`config.mk`:
```
export PLATFORM = sky130hd
export DESIGN_NAME = mem_stage_access_unit
export DESIGN_NICKNAME = d
export VERILOG_FILES = /design/src/rtl/mem_stage_access_unit.sv
export SDC_FILE = /design/constraint.sdc
export NUM_CORES = 1
export LEC_CHECK = 0
export CELL_PAD_IN_SITES_DETAIL_PLACEMENT = 0
export CELL_PAD_IN_SITES_GLOBAL_PLACEMENT = 1
export CORE_ASPECT_RATIO = 1.2
export CORE_MARGIN = 1.5
export CORE_UTILIZATION = 31
export CTS_CLUSTER_DIAMETER = 200
export CTS_CLUSTER_SIZE = 16
export DETAILED_ROUTE_END_ITERATION = 6
export PLACE_DENSITY_LB_ADDON = 0.1
export SLEW_MARGIN = 30
export SYNTH_ARGS = -nofsm -noshare
export SYNTH_HDL_FRONTEND = slang
export SYNTH_SLANG_ARGS = --single-unit
export TNS_END_PERCENT = 100
```
`constraint.sdc`:
```
create_clock -name clk -period 2.1 [get_ports clk]
set_input_delay 0.21 -clock clk [delete_from_list [all_inputs] [get_ports clk]]
set_output_delay 0.21 -clock clk [all_outputs]
set_load 0.005 [all_outputs]
```
`src/rtl/mem_stage_access_unit.sv`:
```
// MEM stage of the pipeline: resolves the branch, runs the data-memory
// req/ack access with a timeout, raises the upstream stall and owns the
// MEM/WB pipeline register.
module mem_stage_access_unit #(
    parameter int ACK_TIMEOUT = 255,
    parameter int CNT_W       = 16
) (
    input  logic        clk,
    input  logic        rst_n,
    input  logic [31:0] exe_mem_result,
    input  logic [31:0] exe_mem_store_data,
    input  logic [31:0] exe_mem_branch_address,
    input  logic [4:0]  exe_mem_dst_reg,
    input  logic        exe_mem_zero,
    input  logic        branch_equal_in,
    input  logic        branch_not_equal_in,
    input  logic        mem_read_in,
    input  logic        mem_write_in,
    input  logic        mem_to_reg_in,
    input  logic        reg_write_in,
    output logic        dmem_req,
    output logic        dmem_we,
    output logic [31:0] dmem_addr,
    output logic [31:0] dmem_wdata,
    input  logic        dmem_ack,
    input  logic [31:0] dmem_rdata,
    output logic        mem_stall,
    output logic        pc_src,
    output logic [31:0] branch_target,
    output logic [31:0] mem_wb_read_data,
    output logic [31:0] mem_wb_result,
    output logic [4:0]  mem_wb_dst_reg,
    output logic        mem_wb_mem_to_reg,
    output logic        mem_wb_reg_write,
    output logic        mem_misaligned,
    output logic        mem_timeout_err
);

    typedef enum logic {
        IDLE   = 1'b0,
        ACCESS = 1'b1
    } state_t;

    // Last ACCESS cycle count before the access is abandoned.
    localparam logic [CNT_W-1:0] CNT_LAST = CNT_W'(ACK_TIMEOUT - 1);

    state_t           state;
    state_t           state_next;
    logic [CNT_W-1:0] cnt;

    logic memop;
    logic aligned;
    logic is_load;
    logic start_access;
    logic misaligned_op;
    logic pass_through;
    logic ack_done;
    logic timeout_hit;
    logic retire_access;

    assign memop         = mem_read_in | mem_write_in;
    assign aligned       = (exe_mem_result[1:0] == 2'b00);
    // A simultaneous read+write request is executed as a store.
    assign is_load       = mem_read_in & ~mem_write_in;
    assign start_access  = (state == IDLE) & memop & aligned;
    assign misaligned_op = (state == IDLE) & memop & ~aligned;
    assign pass_through  = (state == IDLE) & ~memop;
    assign ack_done      = (state == ACCESS) & dmem_ack;
    assign timeout_hit   = (state == ACCESS) & ~dmem_ack & (cnt == CNT_LAST);
    assign retire_access = ack_done | timeout_hit;

    // Stall is released in the completing cycle so upstream advances on the
    // same edge that writes MEM/WB.
    assign mem_stall = start_access
                     | ((state == ACCESS) & ~dmem_ack & (cnt != CNT_LAST));

    assign pc_src        = (branch_equal_in & exe_mem_zero)
                         | (branch_not_equal_in & ~exe_mem_zero);
    assign branch_target = exe_mem_branch_address;

    // State register.
    always_ff @(posedge clk or negedge rst_n) begin
        if (!rst_n) begin
            state <= IDLE;
        end else begin
            state <= state_next;
        end
    end

    // Next-state logic: enter ACCESS on an aligned memory op, leave on ack or timeout.
    always_comb begin
        state_next = state;
        if (state == IDLE) begin
            if (start_access) begin
                state_next = ACCESS;
            end
        end else begin
            if (retire_access) begin
                state_next = IDLE;
            end
        end
    end

    // Memory request registers and timeout counter; request fields stay frozen during ACCESS.
    always_ff @(posedge clk or negedge rst_n) begin
        if (!rst_n) begin
            dmem_req   <= 1'b0;
            dmem_we    <= 1'b0;
            dmem_addr  <= 32'd0;
            dmem_wdata <= 32'd0;
            cnt        <= '0;
        end else if (start_access) begin
            dmem_req   <= 1'b1;
            dmem_we    <= mem_write_in;
            dmem_addr  <= exe_mem_result;
            dmem_wdata <= exe_mem_store_data;
            cnt        <= '0;
        end else if (retire_access) begin
            dmem_req <= 1'b0;
        end else if (state == ACCESS) begin
            cnt <= cnt + CNT_W'(1);
        end
    end

    // MEM/WB register: pass-through, access completion, or bubble while the access is pending.
    always_ff @(posedge clk or negedge rst_n) begin
        if (!rst_n) begin
            mem_wb_read_data  <= 32'd0;
            mem_wb_result     <= 32'd0;
            mem_wb_dst_reg    <= 5'd0;
            mem_wb_mem_to_reg <= 1'b0;
            mem_wb_reg_write  <= 1'b0;
        end else if (pass_through || misaligned_op) begin
            // A misaligned op is retired without memory data and without writeback.
            mem_wb_read_data  <= 32'd0;
            mem_wb_result     <= exe_mem_result;
            mem_wb_dst_reg    <= exe_mem_dst_reg;
            mem_wb_mem_to_reg <= mem_to_reg_in;
            mem_wb_reg_write  <= reg_write_in & ~misaligned_op;
        end else if (retire_access) begin
            mem_wb_read_data  <= (ack_done && is_load) ? dmem_rdata : 32'd0;
            mem_wb_result     <= exe_mem_result;
            mem_wb_dst_reg    <= exe_mem_dst_reg;
            mem_wb_mem_to_reg <= mem_to_reg_in;
            mem_wb_reg_write  <= reg_write_in & ack_done;
        end else begin
            mem_wb_mem_to_reg <= 1'b0;
            mem_wb_reg_write  <= 1'b0;
        end
    end

    // Error flags: one-cycle misalignment pulse and sticky timeout.
    always_ff @(posedge clk or negedge rst_n) begin
        if (!rst_n) begin
            mem_misaligned  <= 1'b0;
            mem_timeout_err <= 1'b0;
        end else begin
            mem_misaligned <= misaligned_op;
            if (timeout_hit) begin
                mem_timeout_err <= 1'b1;
            end
        end
    end

endmodule

```
After elaboration in Yosys (flattened, before gate mapping)
Index checks and enable logic that the tools add are counted.
W data, S select, Z words.
{"block": "word_totals", "ff_bits": 156, "inputBits": 143, "elab_cells": 67}
{"block": "classes", "addsub": 1, "n_eq_ne": 3, "mux": 19, "bitwise_logic": 24, "n_reduce_logical": 7}
{"cell": "$mux W32", "count": 5}
{"cell": "$mux W16", "count": 3}
{"cell": "$add A16 B1 Y16 const B", "count": 1}
{"cell": "$eq A16 B8 Y1 const B", "count": 1}
{"cell": "$ne A16 B8 Y1 const B", "count": 1}
{"cell": "$and A1 B1 Y1", "count": 13}
{"cell": "$mux W5", "count": 2}
{"cell": "$mux W1", "count": 9}
{"cell": "$not A1 Y1", "count": 7}
{"cell": "$reduce_bool A2 Y1", "count": 3}
{"cell": "$or A1 B1 Y1", "count": 4}
{"cell": "$logic_not A2 Y1", "count": 1}
{"cell": "$ne A2 B2 Y1 const B", "count": 1}
{"cell": "$reduce_and A2 Y1", "count": 1}
{"cell": "$logic_and A1 B1 Y1", "count": 1}
{"cell": "$logic_or A1 B1 Y1", "count": 1}

Logic depth before layout (Yosys ltp)
Gate-level depths: netlist (run 1).
{"block": "depth", "word_depth": 6, "depth_mapped": 8, "mapped_depth_nobuf": 6}

Least setup slack after synthesis (run 1)
Ideal clock, no wire load.
{"block": "synth_path", "kind": "reg2out", "from": "register cnt[0]", "to": "output port mem_stall", "arrival_time_ns": 1.474, "path_slack_ns": 0.416, "stages_incl_launch_ff": 8, "path_cell_list": "dfrtp_1 > inv_1 > ha_1 > nor4b_4 > nand3b_4 > o21ai_4 > buf_2 > nand2_1"}
{"block": "synth_between", "elab_chain_cells": 3}
{"item": "start: declaration", "line": "49", "source": "logic [CNT_W-1:0] cnt;"}
{"item": "start signal: assignment", "line": "121", "source": "cnt <= cnt + CNT_W'(1);"}
{"item": "$ne A16 B8 Y1", "line": "75", "source": "| ((state == ACCESS) & ~dmem_ack & (cnt != CNT_LAST));"}
{"item": "$and A1 B1 Y1", "line": "75"}
{"item": "$or A1 B1 Y1", "line": "75"}
{"item": "end: declaration", "line": "27", "source": "output logic mem_stall,"}
Every way passes these cells.

Final worst setup path (run 1)
Ends and elaborated chain as after synthesis.

==> impl_metrics.json, run 1 <==
{
  "pwr-share-seq_pct": 40.0,
  "drc": 0,
  "yosys-top-cells-count": "nand2_1, dfrtp_1, o211ai_1, inv_1, buf_4",
  "port_buffers": 251,
  "dpl-instance-area_um2": 10000,
  "yosys-top-cells-area": "dfrtp_1, nand2_1, o211ai_2, o211ai_1, buf_4",
  "cp_cell_sequence": "inv_1 -> ha_1 -> nor4b_4 -> nand3b_4 -> o21ai_4 -> nand2_1 -> buf_2",
  "cts_root_buf": "clkbuf_16",
  "synthArstFlopShare_pct": 100,
  "p_total_uw": 9100,
  "wl_met2_mm": 9.30,
  "die_h_um": 171,
  "cts_buffers": 17,
  "tightest_slew_ns": 0.462,
  "initial_utilization_pct": 31.5,
  "gp_congestion": 0.702,
  "worst_hold_slack_ns": 0.270,
  "clock_skew_ns": 0.0155,
  "pwr-share-comb_pct": 21.1,
  "hpwl_mm": 13.6,
  "antenna_found_initial": 0,
  "grt_pass1_vias": 6174,
  "fin_crit_ns": 1.95,
  "cts_tree": "built",
  "status": "complete, no violations",
  "path_class": "reg2out",
  "switching_share_pct": 25.3,
  "start_kind": "flop",
  "slew-limit-headroom_pct": 69.2,
  "first_iter_violations": 264,
  "end_kind": "primary output",
  "first_pass_iters": 4,
  "crit_buf_inv": 2,
  "die_w_um": 143,
  "fin_area_um2": 10700,
  "worstSkewPairLatency_ns": 0.42,
  "slew_viol_final": 0,
  "wl_mm": 20.4,
  "synth-xor-area-share_pct": 0.241,
  "synth_cell_types": 46,
  "setup_viol": 0,
  "clockBufferDepth": 2,
  "grt_max_degree": 71,
  "cpMaxStageDelayCell": "dfrtp_1",
  "yosys_register_bits": 156,
  "cts_max_level": 4,
  "crit_fanout": 2,
  "antennaDiodeCount": 0,
  "power.density_nw_per_um2": 853,
  "synthMuxAreaShare_pct": 1.26,
  "critical_path.top_delay_family": "simple AND/OR/NAND/NOR gates",
  "max_stage_delay_ns": 0.37,
  "synth-adder-area-share_pct": 0.345,
  "io_pins": 316,
  "wl_met3_mm": 1.67,
  "drt-met1-wl_mm": 9.06,
  "p_clk_share_pct": 38.9,
  "finalNetCount": 1120,
  "grt_usage_pct": 17.5,
  "hp-class": "in2async",
  "p_int_uw": 6800,
  "syn_area_um2": 7260,
  "core.rowCount": 61,
  "rsz0062_at_grt": "true",
  "synth-simple-area-share_pct": 18.3,
  "p_switching_uw": 2300,
  "fin_tns_setup_ns": 0,
  "grt_pass1_wl_mm": 33.4,
  "yosysWarnings": 0,
  "yosys_most_used_dff": "dfrtp_1",
  "clock_sinks": 156,
  "synth_compound_area_share_pct": 17.3,
  "top_layer": "met4",
  "crit_required_ns": 1.89,
  "synth_top_family_by_area": "simple AND/OR/NAND/NOR gates",
  "postSynthNetCount": 909,
  "num_vias": 6012,
  "fillCellCount": 2237,
  "wl_per_cell_um": 15.7,
  "synthMostInstantiatedCell": "nand2_1",
  "area_growth_pct": 47.1,
  "drive_gt1_share_pct": 9.84,
  "cp.arrival_ns": 1.74,
  "synth_enable_flop_cells": 0,
  "ir_worst_vdd_mv": 0.537,
  "dieArea_um2": 24300,
  "hold_viol": 0,
  "fin_util_pct": 46.3,
  "synth_top_cell_area_share_pct": 53.8,
  "grt_overflow_total": 0,
  "syn_area_per_cell_um2": 9.50,
  "leakagePower_uw": 0.00473,
  "synth_seq_area_share_pct": 53.8,
  "fmax_mhz": 512,
  "max-cap-violations": 0,
  "finalCritPeriodShare_pct": 93.1,
  "coreArea_um2": 23000,
  "syn_inst": 764,
  "via_per_inst": 4.62,
  "drtAntennaViolNets": 0,
  "clk_pin_slew_ns": 0.06,
  "synth_top_cell_by_area": "dfrtp_1"
}
metrics by stage:
step | instances | setup WS (ns)
floorplan | 764 | 0.416
global placement | 1270 | 0.102
detailed placement | 1270 | 0.0989
CTS | 1301 | 0.0761
global route | 1301 | -0.0204
finish | 1301 | 0.146
path summary, 6_finish.rpt:
check | end | slack [ns] | start | cells after the start
hold reg to reg | mem_timeout_err | 0.47 | mem_timeout_err | 1
hold / removal | dmem_wdata[17] | 0.27 | rst_n | 2
min in group clk | dmem_wdata[2] | 0.31 | exe_mem_store_data[2] | 3
setup / recovery | mem_stall | 0.15 | cnt[0] | 7
setup reg to reg | mem_wb_result[1] | 0.18 | cnt[5] | 6
max in group asynchronous | mem_wb_result[11] | 1.24 | rst_n | 3
power groups by stage:
stage	logic [uW]	clock network, uW	registers, uW
finish	1920	3540	3640
global route	2130	3800	3690
CTS	1960	3650	3640
detailed placement	1960	0	3690
global placement	1960	0	3690
floorplan	682	0	3700
per-layer routing:
metal  track usage [%]  vias to the layer above
li1                  -                     2957
met1              22.1                     2826
met2              27.2                      202
met3              6.66                       27
met4              6.01                        0
met5                 0                        -
cells in the final DEF (no fill, tap or decap), drive strengths merged, types with 2 or more instances in the layout:
cell | netlist | layout
and3b | 2 | 2
nand4 | 3 | 3
a22oi | 32 | 32
nor4 | 2 | 2
bufinv | 0 | 6
a21oi | 6 | 6
o221ai | 3 | 3
and2 | 3 | 3
nand3 | 2 | 2
nor2 | 4 | 4
and4b | 2 | 2
or4 | 2 | 2
and3 | 4 | 4
ha | 2 | 2
o211ai | 73 | 73
o21ai | 37 | 37
mux2i | 8 | 8
nand2b | 3 | 3
clkbuf | 25 | 20
buf | 59 | 26
or3 | 3 | 3
inv | 38 | 40
nand2 | 277 | 277
dfrtp | 156 | 156
nor2b | 3 | 3
o2111ai | 2 | 2
clkdlybuf4s50 | 0 | 249
o31ai | 2 | 2
cell type report:
type,instances,area [um2],area share (%)
inverter,38,143,1.34
tap,315,394,3.69
clock inverter,10,210,1.97
multi-input combinational,486,2740,25.7
sequential,156,3900,36.6
clock buffer,20,457,4.28
timing repair buffer,276,2830,26.5
cells by family (layout without fill, tap and decap cells):
| family | after synthesis | in the layout |
|---|---|---|
| compound gates | 159 | 159 |
| xor+xnor | 2 | 2 |
| fa+ha+maj | 2 | 2 |
| buf+inv | 122 | 344 |
| flops | 156 | 156 |
| mux | 9 | 9 |
| simple gates | 314 | 314 |
worst reg2reg max path: stages (launching register included):
cell and delay (ns):
dfrtp_1 0.40, and3_1 0.26, nand2_2 0.12, buf_4 0.41, o21a_2 0.28, buf_12 0.19
o221ai_1 0.13
timing repair:
action / in CTS / in global routing
hold buffers: 1 / 0
gates resized for setup: 4 / 1
endpoints found under the hold margin: 37 / 0
setup buffers: 1 / 0
cloned: 0 / 0
setup endpoints to repair: 1 / 14
pin swaps: 1 / 2
Power figures use the tool's default switching activity.
==> run 2, diff against run 1 <==
Settings changed: CTS_CLUSTER_DIAMETER 200 to 150.
==> results of run 2 <==
No change in the layout: final DEF, timing and power equal those of run 1.
